==> src/rtl/rio_user_pkg.sv <==
// Shared definitions for the NWRITE user-side test-packet generator and checker.
// Holds the checker state encoding, the error codes and the last-beat tkeep rule.
package rio_user_pkg;

    typedef enum logic [1:0] {
        HDR   = 2'd0,
        DATA  = 2'd1,
        DRAIN = 2'd2
    } state_t;

    localparam logic [2:0] ERR_NONE       = 3'd0;
    localparam logic [2:0] ERR_RUNT       = 3'd1;
    localparam logic [2:0] ERR_HDR        = 3'd2;
    localparam logic [2:0] ERR_DATA       = 3'd3;
    localparam logic [2:0] ERR_KEEP       = 3'd4;
    localparam logic [2:0] ERR_EARLY_LAST = 3'd5;
    localparam logic [2:0] ERR_NO_LAST    = 3'd6;

    // r is the payload size modulo 8; byte 0 of a beat sits on tkeep bit 7.
    function automatic logic [7:0] last_keep(input logic [2:0] r);
        case (r)
            3'd0:    last_keep = 8'hff;
            3'd1:    last_keep = 8'h80;
            3'd2:    last_keep = 8'hc0;
            3'd3:    last_keep = 8'he0;
            3'd4:    last_keep = 8'hf0;
            3'd5:    last_keep = 8'hf8;
            3'd6:    last_keep = 8'hfc;
            default: last_keep = 8'hfe;
        endcase
    endfunction

endpackage

==> src/rtl/nwr_pattern_cmp.sv <==
// Expected-pattern generator for the NWRITE checker: holds the header, the beat
// index k and the beat count N, and presents the expected data and last-beat tkeep.
module nwr_pattern_cmp
    import rio_user_pkg::*;
(
    input  logic        log_clk,
    input  logic        log_rst,
    input  logic        load,
    input  logic        step,
    input  logic [63:0] hdr,
    output logic [63:0] exp_data,
    output logic [7:0]  exp_keep,
    output logic        at_last
);

    logic [63:0] h_q;
    logic [12:0] k_q;
    logic [12:0] n_q;
    logic [12:0] size;

    // S = H[11:0] + 1 needs 13 bits so that a 4096-byte payload does not wrap.
    assign size = {1'b0, hdr[11:0]} + 13'd1;

    // NOTE: sequential state uses non-blocking assignments so every register samples pre-edge values.
    always_ff @(posedge log_clk or posedge log_rst) begin
        if (log_rst) begin
            h_q <= '0;
            k_q <= '0;
            n_q <= '0;
        end else if (load) begin
            h_q <= hdr;
            k_q <= 13'd1;
            n_q <= (size + 13'd7) >> 3;
        end else if (step) begin
            k_q <= k_q + 13'd1;
        end
    end

    assign exp_data = h_q + {51'd0, k_q};
    assign exp_keep = last_keep(h_q[2:0] + 3'd1);
    assign at_last  = (k_q == n_q);

endmodule

==> config.mk <==
export PLATFORM = sky130hd
export DESIGN_NAME = nwr_pattern_cmp
export DESIGN_NICKNAME = d
export VERILOG_FILES = /design/src/rtl/rio_user_pkg.sv /design/src/rtl/nwr_pattern_cmp.sv
export SDC_FILE = /design/constraint.sdc
export NUM_CORES = 1
export LEC_CHECK = 0
export BUFFER_PORTS_ARGS = -buffer_cell sky130_fd_sc_hd__buf_2
export CORE_MARGIN = 4
export CORE_UTILIZATION = 40
export DETAILED_ROUTE_END_ITERATION = 8
export GPL_TIMING_DRIVEN = 0
export SLEW_MARGIN = 30
export SYNTH_ARGS = -nofsm -noshare
export SYNTH_HDL_FRONTEND = slang
export SYNTH_SLANG_ARGS = --single-unit
==> constraint.sdc <==
create_clock -name log_clk -period 3.37 [get_ports log_clk]
set_clock_uncertainty 0.15 [all_clocks]
set_input_delay 0.1685 -clock log_clk [delete_from_list [all_inputs] [get_ports log_clk]]
set_output_delay 0.1685 -clock log_clk [all_outputs]
set_load 0.03 [all_outputs]
==> flow_summary_export.csv <==
group,metric,value,unit
critical_path,path_cells,"ha_4 > fa_2 > a211o_1 > a211oi_4 > buf_6 > o21a_1 > nand4bb_4 > nor2_2 > xor2_1 > buf_4",
critical_path,cp-start-kind,"flip-flop",
pwr,p_per_area,399,nW/µm²
finish,n_antenna_cell,0,
detailed_routing,drcViolationCount,0,
grt,track_usage,0.206,
finish,drive_above_1_share,0.351,
grt,grt_pass1_vias,5155,
synth,yosysWarnings,0,
status,outcome,"completed",
placement,gp_congestion,0.874,
floorplanning,start_util,0.415,
critical_path,cp.arrival,2990,ps
sta,worst_pin_slew,680,ps
floorplanning,die-width,126,µm
critical_path,cp_data_required_time,3050,ps
pwr,cellLeakagePower,3.50,nW
synth,synth_cell_types,55,
critical_path,critPathKind,"reg2out",
pwr,ir_drop,196,µV
floorplanning,io_pins,141,
detailed_routing,routed_wl,16900,µm
detailed_routing,drt_iter0_markers,337,
detailed_routing,routed-via-count,5146,
detailed_routing,drtPass1Iterations,5,
critical_path,critical_path.max_stage_delay,430,ps
detailed_routing,viasPerCell,5.27,
sta,slew_headroom,0.546,
critical_path,cp_slowest_cell,"dfrtp_2",
synth,synthArstFlopShare,1.00,
critical_path,r2r_start,"k_q[3]$_DFFE_PP0P_",
sta,final_max_slew_viol_count,0,
sta,rsz0062_at_grt,"yes",
cts,clk_pin_slew_worst_paths,60,ps
placement,preCtsSetupSlack,-434,ps
floorplanning,rows,42,
sta,period_minus_slack,3310,ps
finish,synthToLayoutAreaGrowth,40.6,%
cts,clock_path_buffers,2,
synth,synth.net_count,656,
sta,finalHoldViolations,0,
critical_path,worst-r2r-setup-slack,1480,ps
grt,grt_max_degree,56,
placement,dp.final_hpwl,12100,µm
floorplanning,die-area,15900,µm²
finish,fin_nets,881,
sta,fin_ws,60.3,ps
grt,antenna_found_initial,0,
critical_path,cp-end-kind,"output pin",
floorplanning,die_h,126,µm
pwr,p_total,3.13,mW
cts,cts-buffers-inserted,9,
synth,seq_area_frac_synth,0.390,
detailed_routing,routed_wire_length_per_instance,17.3,µm
cts,cts_max_level,3,
sta,fin_hold_ws,202,ps
finish,layout_commonest_cell,"buf_2",
sta,period_share,0.982,
critical_path,timing.rr.end,"k_q[12]$_DFFE_PP0P_",
critical_path,rr_worst_depth,7,
detailed_routing,postRouteAntennaNets,0,
synth,synth_edf_count,0,
cts,cts_tree,"built",
cts,clkLatencyLatePin,340,ps
grt,grt_first_pass_wirelength,26400,µm
worst_hold_path,worstHoldPathType,"in2async",
synth,postSynthCellCount,571,
critical_path,cp_max_fo,5,
synth,syn_avg_cell_area,9.78,µm²
synth,ys_ff_latch,87,
run,cap_viol_max_count,0,
sta,setup_violations,0,
sta,setup_tns,0,ps
floorplanning,core,13500,µm²
placement,io_buffers,138,
finish,mostFrequentLayoutCells,"buf_2 (124), dfrtp_1 (81), dlygate4sd3_1 (66)",
cts,clkSinkCount,87,
finish,fillers,1198,
cts,cts_root_buf,"clkbuf_16",
synth,netlist_area,5590,µm²
sta,max_freq,302,MHz
grt,grt_overflow_total,0,
synth,synth-main-ff-cell,"dfrtp_1",
==> layer usage <==
metal / vias to the layer above / wire [µm] / global-route usage
met5: - / 0 / 0
met4: 0 / 301 / 0.0618
met3: 23 / 806 / 0.0428
met2: 143 / 8290 / 0.344
met1: 2513 / 7460 / 0.269
li1: 2467 / - / -
==> state kept, by name, summed over array words and instances, names as in the netlist <==
name,flops
n_q,10
h_q,64
k_q,13
==> synth_stat cells, types with 2 or more instances <==
library cell | instances | share of area
and4_1 | 2 | 0.0031
nor4b_1 | 4 | 0.0063
o211ai_1 | 4 | 0.0054
o21ai_0 | 14 | 0.013
and2_1 | 3 | 0.0034
a21o_1 | 6 | 0.0081
clkbuf_1 | 18 | 0.012
nor2b_1 | 2 | 0.0022
nor3_1 | 13 | 0.012
nand3_1 | 24 | 0.022
xor2_1 | 53 | 0.083
xnor2_1 | 39 | 0.061
nand4_1 | 17 | 0.019
a211oi_1 | 2 | 0.0027
nand2b_1 | 2 | 0.0022
o2111ai_1 | 2 | 0.0031
inv_1 | 14 | 0.0094
or2_1 | 2 | 0.0022
or3_1 | 3 | 0.0034
ha_1 | 16 | 0.036
nor4_1 | 11 | 0.012
a21oi_1 | 21 | 0.019
mux2_2 | 59 | 0.12
and3_1 | 10 | 0.011
or4_1 | 2 | 0.0027
nor2_1 | 51 | 0.034
dfrtp_1 | 87 | 0.39
nor4_2 | 3 | 0.0067
buf_2 | 5 | 0.0045
or4_4 | 2 | 0.0040
nand2_1 | 46 | 0.031
nand4b_1 | 2 | 0.0031
or2_2 | 4 | 0.0045
o21a_1 | 6 | 0.0081
mux2i_1 | 2 | 0.0036
==> report_power, final <==
| group | total, mW | leakage (nW) | switching [mW] | internal [mW] |
|---|---|---|---|---|
| clock network | 0.977 | 0.135 | 0.408 | 0.568 |
| logic | 0.906 | 2.33 | 0.525 | 0.381 |
| registers | 1.25 | 1.04 | 0.110 | 1.14 |
| total | 3.13 | 3.50 | 1.04 | 2.09 |
==> cells by family (layout without fill, tap and decap cells) <==
family                   after synthesis  after routing  share of synthesized area
other                                  1              1                   0.000671
flip-flops                            87             87                      0.390
AO/OA/AOI/OAI                         64             64                     0.0721
multiplexers                          61             61                      0.123
XOR/XNOR                              92             92                      0.144
buffers and inverters                 39            268                     0.0282
adder cells (fa/ha/maj)               17             17                     0.0394
AND/OR/NAND/NOR                      210            210                      0.203
==> repair_timing <==
item	4_1_cts	5_1_grt
pin swaps	4	15
hold buffers	66	0
setup endpoints to repair	38	36
hold endpoints to repair	102	0
gates cloned	0	0
setup buffers	7	7
gates resized for setup	28	47
==> area by class of cell <==
class | count | area (µm²) | area share
multi-input cells | 445 | 3470 | 0.441
well taps | 176 | 220 | 0.0280
inverters | 14 | 57.6 | 0.00733
repair buffers | 218 | 1550 | 0.198
clock buffers | 11 | 233 | 0.0296
flip-flops and latches | 87 | 2180 | 0.278
plain buffers | 21 | 92.6 | 0.0118
clock inverters | 4 | 47.5 | 0.00605
==> how the worst max path moves through the flow <==
| stage | startpoint | end | cells past startpoint |
|---|---|---|---|
| 2_1_floorplan | h_q[0]$_DFFE_PP0P_ | exp_data[54] | 7 |
| 3_3_place_gp | h_q[0]$_DFFE_PP0P_ | exp_data[30] | 9 |
| 3_5_place_dp | h_q[0]$_DFFE_PP0P_ | exp_data[30] | 9 |
| 4_1_cts | k_q[9]$_DFFE_PP0P_ | exp_data[59] | 10 |
| 5_1_grt | k_q[4]$_DFFE_PP0P_ | exp_data[17] | 9 |
| 6_report | k_q[0]$_DFFE_PP0P_ | exp_data[56] | 10 |
==> critical path, delay by kind of cell (launching register included) <==
kind,cells,cell delay [ps]
and+or+nand+nor,2,280
DFF,1,430
xor gates and xnor gates,1,180
buffers and inverters,2,360
adders and majority gates,2,560
AOI/OAI and AO/OA,3,840
==> stage by stage <==
step	util	cell area, µm²	instances
after floorplan	-	5590	571
after global placement	0.483	6500	885
after detailed placement	0.485	6530	886
after CTS	0.567	7630	972
after global routing	0.584	7850	976
final	0.584	7850	976
No activity file was read; power rests on OpenSTA's default activity.
